===== config.mk =====
export PLATFORM = sky130hd
export DESIGN_NAME = shifter
export DESIGN_NICKNAME = d
export VERILOG_FILES = /design/src/rtl/shifter_pkg.sv /design/src/rtl/shifter_core.sv /design/src/rtl/shifter.sv
export SDC_FILE = /design/constraint.sdc
export NUM_CORES = 1
export LEC_CHECK = 0
export ABC_AREA = 1
export CORE_MARGIN = 3
export CORE_UTILIZATION = 50
export CTS_CLUSTER_DIAMETER = 120
export DETAILED_ROUTE_END_ITERATION = 12
export PLACE_DENSITY = 0.76
export SLEW_MARGIN = 20
export SYNTH_ARGS = -nofsm -noshare
export SYNTH_HDL_FRONTEND = slang
export SYNTH_SLANG_ARGS = --single-unit
export TNS_END_PERCENT = 30

===== constraint.sdc =====
create_clock -name clk -period 6.62 [get_ports clk]
set_clock_uncertainty 0.2 [all_clocks]
set_input_delay 0.993 -clock clk [delete_from_list [all_inputs] [get_ports clk]]
set_output_delay 0.993 -clock clk [all_outputs]
set_load 0.05 [all_outputs]

===== src/rtl/shifter_pkg.sv =====
// Shared constants for the ALU shifter: data width, shift-amount width and op codes.
// Also provides the bit-reversal helper used to map left shifts onto the right shifter.
package shifter_pkg;

    localparam int WIDTH = 32;
    localparam int SHW   = $clog2(WIDTH);

    localparam logic [1:0] SH_SLL = 2'b00;
    localparam logic [1:0] SH_SRL = 2'b01;
    localparam logic [1:0] SH_SRA = 2'b10;
    localparam logic [1:0] SH_ROR = 2'b11;

    function automatic logic [WIDTH-1:0] bit_reverse(input logic [WIDTH-1:0] v);
        logic [WIDTH-1:0] r;
        for (int i = 0; i < WIDTH; i++) begin
            r[i] = v[WIDTH-1-i];
        end
        return r;
    endfunction

endpackage


===== src/rtl/shifter_core.sv =====
// Combinational logarithmic barrel shifter: one right-shift datapath serves all four ops.
// Left shifts run through it bit-reversed; carry-outs are derived straight from A and SH.
module shifter_core
    import shifter_pkg::*;
(
    input  logic [WIDTH-1:0] a,
    input  logic [SHW-1:0]   sh,
    input  logic [1:0]       op,
    output logic [WIDTH-1:0] result,
    output logic             lco,
    output logic             rco
);

    logic [WIDTH-1:0] stage;
    logic [WIDTH-1:0] nxt;
    logic [WIDTH-1:0] carry_src;
    logic             fill_bit;
    logic             carry_bit;
    logic             is_left;

    assign is_left  = (op == SH_SLL);
    assign fill_bit = (op == SH_SRA) && a[WIDTH-1];

    // NOTE: blocking assignments here are intentional: stage is rewritten step by step
    // inside one combinational evaluation, and every variable gets a default first.
    always_comb begin
        stage = is_left ? bit_reverse(a) : a;
        nxt   = stage;
        for (int k = 0; k < SHW; k++) begin
            nxt = stage;
            if (sh[k]) begin
                for (int b = 0; b < WIDTH; b++) begin
                    if (b + (1 << k) < WIDTH) begin
                        nxt[b] = stage[b + (1 << k)];
                    end else if (op == SH_ROR) begin
                        nxt[b] = stage[b + (1 << k) - WIDTH];
                    end else begin
                        nxt[b] = fill_bit;
                    end
                end
            end
            stage = nxt;
        end
        result = is_left ? bit_reverse(stage) : stage;
    end

    // In reversed space A[WIDTH-SH] sits at index SH-1, so one selector covers both carries.
    always_comb begin
        carry_src = is_left ? bit_reverse(a) : a;
        carry_bit = 1'b0;
        if (sh != '0) begin
            carry_bit = carry_src[sh - 1'b1];
        end
        lco = is_left && carry_bit;
        rco = !is_left && carry_bit;
    end

endmodule


===== src/rtl/shifter.sv =====
// Registered 32-bit barrel shifter: combinational core followed by one output register stage.
// Synchronous active-high reset clears the result and both carry flags.
module shifter
    import shifter_pkg::*;
(
    input  logic             clk,
    input  logic             rst,
    input  logic [SHW-1:0]   SH,
    input  logic [1:0]       S,
    input  logic [WIDTH-1:0] A,
    output logic [WIDTH-1:0] AOut,
    output logic             LCO,
    output logic             RCO
);

    logic [WIDTH-1:0] aout_d;
    logic [WIDTH-1:0] aout_q;
    logic             lco_d;
    logic             lco_q;
    logic             rco_d;
    logic             rco_q;

    shifter_core u_core (
        .a      (A),
        .sh     (SH),
        .op     (S),
        .result (aout_d),
        .lco    (lco_d),
        .rco    (rco_d)
    );

    // NOTE: reset is sampled on the clock edge and wins over the freshly computed result.
    always_ff @(posedge clk) begin
        if (rst) begin
            aout_q <= '0;
            lco_q  <= 1'b0;
            rco_q  <= 1'b0;
        end else begin
            aout_q <= aout_d;
            lco_q  <= lco_d;
            rco_q  <= rco_d;
        end
    end

    assign AOut = aout_q;
    assign LCO  = lco_q;
    assign RCO  = rco_q;

endmodule


==> results.md <==
- Maximum fanout along the worst path: 36
- Reg clk slew, reported paths: ~70 ps
- Critical path class: primary input to register
- Total GRT Usage: 0.319
- Placer's final routability congestion estimate: just over 1
- First-pass GRT wire length: 25,500 um
- Deepest level of the CTS H-tree: 2
- Flip-flop and latch count after synthesis: 34
- Worst path required time: around 6700 ps
- Total negative slack for setup checks: 0 ps
- Cell with the most instances on the worst path: sky130_fd_sc_hd__nand2_1
- Power after layout: 0.926 mW
- Worst slack on hold paths: roughly 1400 ps
- Total Nets Final: 913
- Worst supply voltage drop on vdd: approximately 0.13 mV
- Max Transition Viols Final: 0
- Arrival @ worst endpoint: between 3000 and 4000 ps
- Warnings from Yosys: 0
- CP startpoint kind: primary input
- Number of diodes: 0
- Area overhead of the layout relative to synthesis: 20.3%
- Final worst path period need: 3930 ps
- Power per cell area: around 180 nW/um^2
- Buffer levels on the longest clock path: 2
- Static Leak: roughly 2.6 nW
- Most common cell after layout, fill and taps aside: sky130_fd_sc_hd__nand3_1
- Type of element capturing the critical path: register
- RSZ-0062 raised after global routing: no
- Port Buf Inserts: between 70 and 80
- Worst-path cell chain: clkdlybuf4s50_1 > buf_4 > inv_1 > buf_4 > ha_1 > xnor2_1 > inv_1 > nand3_1 > nand2_1 > nand2_1 > nand2_1 > nand2_1 > nand3_1 > nor2_1
- Path category of the worst min-delay check: primary input to register
- Leading cell types in the layout, fill and taps excluded: sky130_fd_sc_hd__nand3_1 (357), sky130_fd_sc_hd__nand2_1 (323), sky130_fd_sc_hd__clkdlybuf4s50_1 (74)
- Number of vias after detailed routing: about 5,900
- Final Cycle Share: 0.594
- Detailed-route wire length: about 15,000 um
- Global route total overflow: 0
- Hold Buf Count CTS: 0
- Area of the multi-input gates: 3110 um^2
- Die area: about 9500 um^2
- Width of the die: 97.7 um
- Number of primary I/O pins: 75
- Slowest stage cell on the critical path: sky130_fd_sc_hd__xnor2_1
- Final setup violation count: 0
- Number of antenna violations at the first check in global routing: 0
- Hold Violations, Final: 0
- Die Height: roughly 98 um
- Final routed DRC violation total: 0
- Average footprint of a synthesized cell: approximately 5.0 um^2
- Post-synth cell types: 19
- Number of detailed-route iterations in the first pass: 7
- Row count: 32
- Synthesized net count: roughly 880
- Iteration-0 DRC Markers: slightly below 500
- DP HPWL: between 10,000 and 15,000 um
- Maximum number of pins on one net before global-route repair: 47
- Count of buffers added by post-CTS timing repair for setup: 0
- Clock buffer count from CTS: 5
- Effective utilization at floorplan: 0.530
- Clk sink count: 34
- Number of gates resized after CTS: 0
- Largest stage delay, worst path: between 400 and 500 ps
- Worst-margin pin slew: 1040 ps
- Post-synthesis instance area: roughly 4200 um^2
- CTS tree: yes
- Maximum capacitance violations: 0
- Register area share after synthesis: 0.162
- Via count of the first global-routing pass: about 5,400
- Final routed wire length divided by cell count: 15.8 um
- Storage element area: 681 um^2
- Total core area: slightly below 8000 um^2
- Category of cells accounting for the largest share of critical-path delay: buffers and inverters
- Synth Instances: approximately 830
- ANT nets after route: 0
- Number of buffer and inverter stages on the critical path: 5
- Clock root buffer: sky130_fd_sc_hd__clkbuf_8
- Post-detailed-route via-to-cell ratio: between 6 and 7
- Number of fillers in the final layout: approximately 800
- Headroom to the max-slew limit: 0.308
- Status: completed
- Highest achievable clock rate: 254 MHz
- Share of layout cells above drive strength 1: 0.0287
-- layout make-up --
class | instances | area share
multi-input combinational | 698 | 0.615
timing repair buffer | 85 | 0.163
sequential | 34 | 0.135
inverter | 47 | 0.0349
tap | 102 | 0.0252
clock buffer | 5 | 0.0136
clock inverter | 3 | 0.0136
-- power by group --
group / total [mW] / leakage [nW] / switching, mW / internal [mW]
Sequential: 0.231 / 0.283 / 0.00534 / 0.226
Combinational: 0.460 / 2.29 / 0.313 / 0.147
Clock: 0.235 / 0.0683 / 0.0836 / 0.151
Total: 0.926 / 2.64 / 0.402 / 0.523
-- cell families after synthesis --
| kind of cell | Yosys count | synth area share |
|---|---|---|
| AO/OA/AOI/OAI | 3 | 0.00416 |
| AND/OR/NAND/NOR | 692 | 0.726 |
| XOR/XNOR | 2 | 0.00417 |
| adder cells (fa/ha/maj) | 1 | 0.00297 |
| buffers and inverters | 101 | 0.101 |
| flip-flops | 34 | 0.162 |
-- per-stage QoR --
step	worst slack, ps	std cells	utilization	instance area [um^2]
floorplan	3740	833	-	4210
global placement	2500	966	0.620	4910
detailed placement	2530	966	0.620	4910
CTS	2830	974	0.637	5050
global route	2460	974	0.638	5060
finish	2690	974	0.638	5060
-- synthesized netlist by cell type --
master	number	share of area
sky130_fd_sc_hd__buf_2	19	0.023
sky130_fd_sc_hd__nor2_2	1	0.0015
sky130_fd_sc_hd__xor2_1	1	0.0021
sky130_fd_sc_hd__nand3_1	357	0.42
sky130_fd_sc_hd__dfxtp_1	34	0.16
sky130_fd_sc_hd__nor2_1	9	0.0080
sky130_fd_sc_hd__o21ai_1	1	0.0012
sky130_fd_sc_hd__clkinv_1	3	0.0027
sky130_fd_sc_hd__o21ai_0	1	0.0012
sky130_fd_sc_hd__o211ai_1	1	0.0018
sky130_fd_sc_hd__clkbuf_1	17	0.015
sky130_fd_sc_hd__buf_1	13	0.012
sky130_fd_sc_hd__buf_6	1	0.0027
sky130_fd_sc_hd__nand2_2	2	0.0030
sky130_fd_sc_hd__buf_4	4	0.0071
sky130_fd_sc_hd__nand2_1	323	0.29
sky130_fd_sc_hd__xnor2_1	1	0.0021
sky130_fd_sc_hd__ha_1	1	0.0030
sky130_fd_sc_hd__inv_1	44	0.039
-- flip-flops by register name, indices dropped and copies added (netlist names) --
name / cells
AOut: 32
LCO: 1
RCO: 1
-- metal layers --
layer / track usage / share of wire / vias to the layer above
li1: - / - / 2854
met1: 0.370 / 0.39 / 2656
met2: 0.552 / 0.48 / 332
met3: 0.0840 / 0.092 / 66
met4: 0.138 / 0.040 / 0
met5: 0 / 0 / -
-- worst paths after layout --
check,startpoint,to,slack (ps),cells after the start
setup / recovery,SH[1],LCO,2690,14
hold / removal,rst,LCO,1390,4
(Power assumes the default switching activity.)
